<file path="src/rtl/reg_file_mp.sv">
//------------------------------------------------------------------------------
// reg_file_mp : multi-read-port register file with a hardwired zero register
//               and a post-reset clear sweep. The macro REG_FILE_BYPASS_EN
//               enables a same-cycle write-through bypass on each read port.
// Revision    : 1.0 - initial release
//------------------------------------------------------------------------------
`default_nettype none

module reg_file_mp #(
    parameter int DATA_W   = 32,
    parameter int ADDR_W   = 5,
    parameter int NUM_RD   = 2,
    parameter int ZERO_REG = 31
) (
    input  logic                     clk,
    input  logic                     rst,
    input  logic [NUM_RD*ADDR_W-1:0] ra,
    output logic [NUM_RD*DATA_W-1:0] rd,
    input  logic                     we,
    input  logic [ADDR_W-1:0]        wa,
    input  logic [DATA_W-1:0]        wd,
    output logic                     ready
);

    localparam int                c_depth    = 2 ** ADDR_W;
    localparam logic [ADDR_W-1:0] c_zero     = ADDR_W'(ZERO_REG);
    localparam logic [ADDR_W:0]   c_last_idx = (ADDR_W + 1)'(c_depth - 1);

    typedef enum logic [0:0] {
        CLEAR = 1'b0,
        RUN   = 1'b1
    } state_t;

    state_t              r_state;
    state_t              w_state_nxt;
    logic [ADDR_W:0]     r_clr_cnt;
    logic [ADDR_W:0]     w_clr_cnt_nxt;
    logic                w_clr_we;
    logic                w_wr_en;
    logic [DATA_W-1:0]   r_mem [c_depth];

    always_ff @(posedge clk) begin
        if (rst) begin
            r_state   <= CLEAR;
            r_clr_cnt <= '0;
        end else begin
            r_state   <= w_state_nxt;
            r_clr_cnt <= w_clr_cnt_nxt;
        end
    end

    always_comb begin
        w_state_nxt   = r_state;
        w_clr_cnt_nxt = r_clr_cnt;
        w_clr_we      = 1'b0;
        case (r_state)
            CLEAR: begin
                w_clr_we      = 1'b1;
                w_clr_cnt_nxt = r_clr_cnt + (ADDR_W + 1)'(1);
                if (r_clr_cnt == c_last_idx) begin
                    w_state_nxt = RUN;
                end
            end
            RUN: begin
                w_state_nxt = RUN;
            end
            default: begin
                w_state_nxt = CLEAR;
            end
        endcase
    end

    assign ready   = (r_state == RUN);
    assign w_wr_en = ready && we && (wa != c_zero);

    // Storage has no reset; the sweep is what brings it to a known state.
    always_ff @(posedge clk) begin
        if (!rst) begin
            if (w_clr_we) begin
                r_mem[r_clr_cnt[ADDR_W-1:0]] <= '0;
            end else if (w_wr_en) begin
                r_mem[wa] <= wd;
            end
        end
    end

    for (genvar gi = 0; gi < NUM_RD; gi++) begin : g_rd
        logic [ADDR_W-1:0] w_ra;
        logic [DATA_W-1:0] w_data;

        assign w_ra = ra[gi*ADDR_W +: ADDR_W];

        always_comb begin
            w_data = r_mem[w_ra];
`ifdef REG_FILE_BYPASS_EN
            if (w_wr_en && (wa == w_ra)) begin
                w_data = wd;
            end
`endif
            // Masking while not ready keeps uninitialised storage off the bus.
            if (!ready || (w_ra == c_zero)) begin
                w_data = '0;
            end
        end

        assign rd[gi*DATA_W +: DATA_W] = w_data;
    end

endmodule

`default_nettype wire

</file>
<file path="config.mk">
export PLATFORM = sky130hd
export DESIGN_NAME = reg_file_mp
export DESIGN_NICKNAME = d
export VERILOG_FILES = /design/src/rtl/reg_file_mp.sv
export SDC_FILE = /design/constraint.sdc
export NUM_CORES = 1
export LEC_CHECK = 0
export ABC_AREA = 1
export CORE_AREA = 2 2 329 575
export CTS_BUF_LIST = sky130_fd_sc_hd__clkbuf_8 sky130_fd_sc_hd__clkbuf_16
export CTS_CLUSTER_DIAMETER = 150
export DETAILED_ROUTE_END_ITERATION = 7
export DIE_AREA = 0 0 331 577
export PLACE_DENSITY = 0.44
export SLEW_MARGIN = 20
export SYNTH_ARGS = -nofsm -noshare
export SYNTH_HDL_FRONTEND = slang
export SYNTH_SLANG_ARGS = --single-unit
export TNS_END_PERCENT = 5
</file>
<file path="constraint.sdc">
create_clock -name clk -period 5.36 [get_ports clk]
set_input_delay 1.608 -clock clk [delete_from_list [all_inputs] [get_ports clk]]
set_output_delay 1.608 -clock clk [all_outputs]
set_load 0.005 [all_outputs]
</file>
* After elaboration in Yosys (flattened, before gate mapping)
Memory sizes are Yosys's and may differ from the RTL's.
Index checks and enable logic that the tools add are counted.
** Cells by class
- Add/subtract/negate cells :: 1
- Equality and inequality tests :: 4
- Muxes and demuxes :: 14
- Bitwise gates (word level) :: 1
- Reductions and logical operators :: 6
** Operators by type and width (count)
- $mux 32 :: 3
- $reduce_or 32->1 :: 1
- $eq 5x5->1 const B :: 2
- $mux 1 :: 9
- $add 6x1->6 const B :: 1
- $eq 6x5->1 const B :: 1
- $mux 5 :: 1
- $ne 5x5->1 const B :: 1
- $logic_and 1x1->1 :: 2
- $logic_or 1x1->1 :: 2
- $pmux 1 s2 :: 1
- $logic_not 1->1 :: 1
- $not 1->1 :: 1
** Word-level totals
- Register bits after elaboration :: 7
- Bits in writable memories :: 1024
- Input bits :: 50
- Output and inout port bits :: 65
- Word-level logic and storage cells :: 29
- Memories kept :: 1
** Memory list
- r_mem :: words 32, bits a word 32, rd ports 2, clocked after Yosys merged registers in 0, write ports 1, line 40 : logic [DATA_W-1:0] r_mem [c_depth];

* Depth between registers and ports, before layout
- Word-level depth :: 8
- Gate-level depth with buffers :: 13
- Gate-level depth less buffers :: 11

* Worst setup path before layout
No wires, ideal clock.
- Kind :: input to register
- Start point :: input wa[3]
- End point :: memory r_mem[24][0], enable pin
- Arrival time :: 3822 ps
- Data required time :: 4939 ps
- Path slack :: 1117 ps
- Stages on the path :: 9
- Cells stage by stage :: inv_1 > nor2_2 > nand3_4 > nand2_4 > buf_6 > nand2_1 > nand2_2 > nand3_1 > nor2_1
** Between the ends
- Word-level cells in the longest chain between the ends :: 8
- Elaborated cells between the ends (all ways) :: 9
- Those cells by class :: eq/ne: 1; mux: 6; reduce/logical: 2
** Ends and longest elaborated chain
- start, declared :: line 20 : input logic [ADDR_W-1:0] wa,
- $ne 5x5->1 :: line 74 : assign w_wr_en = ready && we && (wa != c_zero);
- $logic_and 1x1->1 :: line 74
- $mux 1 :: line 81 : end else if (w_wr_en) begin
- $mux 1 :: line 79 : if (w_clr_we) begin
- $mux 1 :: line 78 : if (!rst) begin
- $mux 1 (implied by the code) :: line 82 : r_mem[wa] <= wd;
- $reduce_or 32->1 (no line)
- $mux 5 (no line) / $mux 1 (equally long branches)
- end, declared :: line 40
Parallel ways exist; a longest one is shown, timed or not.

* Worst setup path after layout
- Start point :: input ra[0]
- End point :: output rd[5]
** Between the ends
- Word-level cells in the longest chain between the ends :: 3
- Elaborated cells between the ends (all ways) :: 4
- Those cells by class :: eq/ne: 1; mux: 1; reduce/logical: 1; memory: 1
** Ends and longest elaborated chain
- start, declared :: line 17 : input logic [NUM_RD*ADDR_W-1:0] ra,
- parallel branches: the longest is 2 deep, another holds $mem_v2 32x32
- $mux 32 * :: line 101 : if (!ready || (w_ra == c_zero)) begin
- end, declared :: line 18 : output logic [NUM_RD*DATA_W-1:0] rd,
Every way passes the cells marked *.

==> qor.yml <==
outcome:
  status: "complete, no violations"
power:
  p_comb_frac: 0.106
  finalPower_uw: 18800
  peakVddDrop_mv: 0.243
  cell_internal_pwr_uw: 14100
  swShare: 0.251
  clock_power_share: 0.426
  switchingPower_uw: 4710
  seqPwrFrac: 0.468
  cellPowerDensity_nw_per_um2: 280
  power.leakage_uw: 0.0294
worst_setup_path:
  path_max_fanout: 30
  crit_type: "in2out"
  reg2reg_to: "r_mem[6][11]$_DFFE_PP_"
  cp_slowest_cell: "clkdlybuf4s50_1"
  worstPathArrival_ns: 3.69
  cp-end-kind: "primary output"
  path_cells: "buf_8, buf_12, buf_12, buf_4, nand2_1, nand3_1, nand3_1, nand3_1, nand2_1, nand2_1, nor2_4, clkdlybuf4s50_1"
  r2r_cells: 7
  r2r-start: "ready$_SDFF_PP0_"
  reg2reg_setup_slack_ns: 2.47
  cp.required_ns: 3.75
  crit_path_max_incr_delay_ns: 0.52
  start_kind: "primary input"
floorplanning:
  ioPinCount: 115
  fp.dieW_um: 331
  coreArea_um2: 187000
  std_cell_rows: 210
  die-area_um2: 191000
  initial_core_util: 0.298
  die_h_um: 577
cells_and_area:
  drive_gt1_frac: 0.100
  fin_area_um2: 67000
  syn_to_final_growth_pct: 20.7
  nNetsFinal: 7166
  fin_cells: 9642
placed_design:
  placed_cell_area_um2: 63000
  io_buffers: 114
  dp_slack_ns: -0.498
  dpl.cell_count: 9438
  gp_congestion: 0.843
  hpwl_mm: 142
yosys:
  avgSynthCellArea_um2: 8.04
  syn-num-nets: 6955
  syn-cell-area_um2: 55500
  synth_cells: 6904
  synth_top_area_frac: 0.554
  synth_cell_type_count: 33
  ys_warn_count: 0
  synth_seq_cells: 1031
  yosysTopAreaCell: "edfxtp_1"
  synth-seq-area-share: 0.556
  ys_top_cells_by_area: "edfxtp_1 55%, nand2_1 19%, nand3_1 8.8%, inv_1 6.0%, nor2_1 3.1%"
route:
  num_vias: 47700
  topRoutingLayerUsed: "met4"
  dr.pass1.iters: 6
  wl_met2_mm: 118
  vias_per_cell: 4.95
  avgRoutedWirePerCell_um: 23.6
  drtIter0Drc: 3774
  met1_length_mm: 88.8
  postRouteAntennaNets: 0
  drc: 0
  dr_wl_met3_mm: 10.1
  routed_wl_mm: 228
global_route:
  grt_overflow: 0
  grt_pass1_vias: 47000
  grt_max_degree: 68
  grt_usage: 0.234
  grt_pass1_wl_mm: 325
  antenna_found_initial: 3
timing:
  max_freq_mhz: 189
  post-route-period-util: 0.988
  rsz0062_at_grt: "true"
  relSlewSlack: 0.392
  whs_ns: 0.484
  finalWorstSetupSlack_ns: 0.0636
  setup_viol: 0
  hold_viol_final: 0
  finalMaxSlewViolations: 0
  period_minus_slack_ns: 5.30
  clock-skew-final_ns: 0.0435
  tightest_slew_ns: 0.909
min_path:
  hold_end: "r_clr_cnt[4]$_SDFFE_PP0N_"
  hp-class: "reg2reg"
  holdPathStages: 1
  min_from: "r_clr_cnt[4]$_SDFFE_PP0N_"
job:
  drv_cap: 0
clock_tree:
  tritoncts: "yes"
  ctsHoldBuffers: 0
  cts.sinks: 1031
  htreeDepth: 3
  insertion_delay_ns: 0.73
  cts.clk_slew.worst_paths_ns: 0.06
  cts_max_path_buffers: 3
  cts_made_buffers: 102
  cts_root_buf: "clkbuf_16"
-- power groups by stage --
stage | Sequential, uW | Combinational, uW | Clock [uW]
2_1_floorplan | 8970 | 1050 | 0
3_3_place_gp | 8970 | 1970 | 0
3_5_place_dp | 8970 | 1960 | 0
4_1_cts | 8800 | 1970 | 8140
5_1_grt | 8800 | 2150 | 8420
6_report | 8800 | 1990 | 8000
-- critical path, delay by kind of cell --
kind	cells	cell delay, ns
buffers and inverters	5	1.24
AND/OR/NAND/NOR	7	0.77
-- cells by family (layout without fill, tap and decap cells) --
group           Yosys count  in the layout  synth area share
compound gates          329            329            0.0326
fa+ha+maj                 1              1          0.000225
simple gates           4230           4230             0.312
flops                  1031           1031             0.556
other cells               0              1                 0
xor+xnor                  1              1          0.000158
buf+inv                1312           1611            0.0990
-- cell usage after synthesis --
cell / number
a21oi_1: 197
buf_1: 40
buf_2: 277
buf_4: 35
buf_6: 11
clkbuf_1: 51
clkinv_2: 2
dfxtp_1: 7
edfxtp_1: 1024
ha_1: 1
inv_1: 893
inv_2: 1
inv_4: 2
nand2_1: 2755
nand2_2: 6
nand2_4: 1
nand3_1: 971
nand3_2: 10
nand3_4: 1
nand3b_1: 3
nor2_1: 454
nor2_2: 3
nor2_4: 2
nor2_8: 1
nor3_1: 5
nor3b_1: 1
nor4_1: 1
o211ai_1: 64
o21ai_0: 67
o21ai_2: 1
or2_0: 8
or2_2: 8
xnor2_1: 1
-- per-layer routing --
layer	up-vias	global-route usage
li1	22400	-
met1	23300	0.277
met2	1535	0.422
met3	436	0.0240
met4	0	0.109
met5	-	0
-- layout by cell type (no fill, tap or decap), types with 24 or more instances in the layout --
cell             count
nand2_1           2752
edfxtp_1          1024
nand3_1            966
inv_1              895
nor2_1             365
buf_4              236
a21oi_1            196
buf_12             156
clkbuf_16          106
clkdlybuf4s50_1    102
o21ai_0             67
o211ai_1            64
nor2_4              48
nor2_2              46
clkinv_2            24
-- stage by stage --
step / setup TNS, ns / util
floorplan: 0 / -
global placement: -20.85 / 0.337
detailed placement: -19.63 / 0.337
CTS: -0.00465 / 0.358
global route: -0.0934 / 0.359
finish: 0 / 0.359
-- state kept, by name, summed over array words and instances (netlist names) --
register,count
r_mem,1024
r_clr_cnt,6
ready,1
-- how the worst max path moves through the flow --
stage / start / endpoint / slack (ns) / cells after the start
finish: ra[0] / rd[5] / 0.06 / 12
detailed placement: ra[8] / rd[61] / -0.50 / 12
CTS: ra[3] / rd[25] / -0.005 / 14
global route: ra[5] / rd[46] / -0.02 / 14
floorplan: wa[3] / r_mem[24][0]$_DFFE_PP_ / 1.12 / 9
global placement: ra[8] / rd[61] / -0.52 / 12
-- layout make-up --
cell class	count	area (um2)
fill	19100	120000
sequential	1031	30900
multi-input combinational	4561	19600
timing repair buffer	520	6320
inverter	898	3430
tap	2438	3050
clock buffer	104	2600
clock inverter	88	1030
timing repair inverter	1	8.76
antenna	1	2.50
-- repair_timing --
action / in CTS / in global routing
buffers inserted: 2 / 4
pin swaps: 1 / 3
setup endpoints to repair: 64 / 38
gates cloned: 2 / 3
gates resized for setup: 34 / 35
No activity file was read; power rests on OpenSTA's default activity.
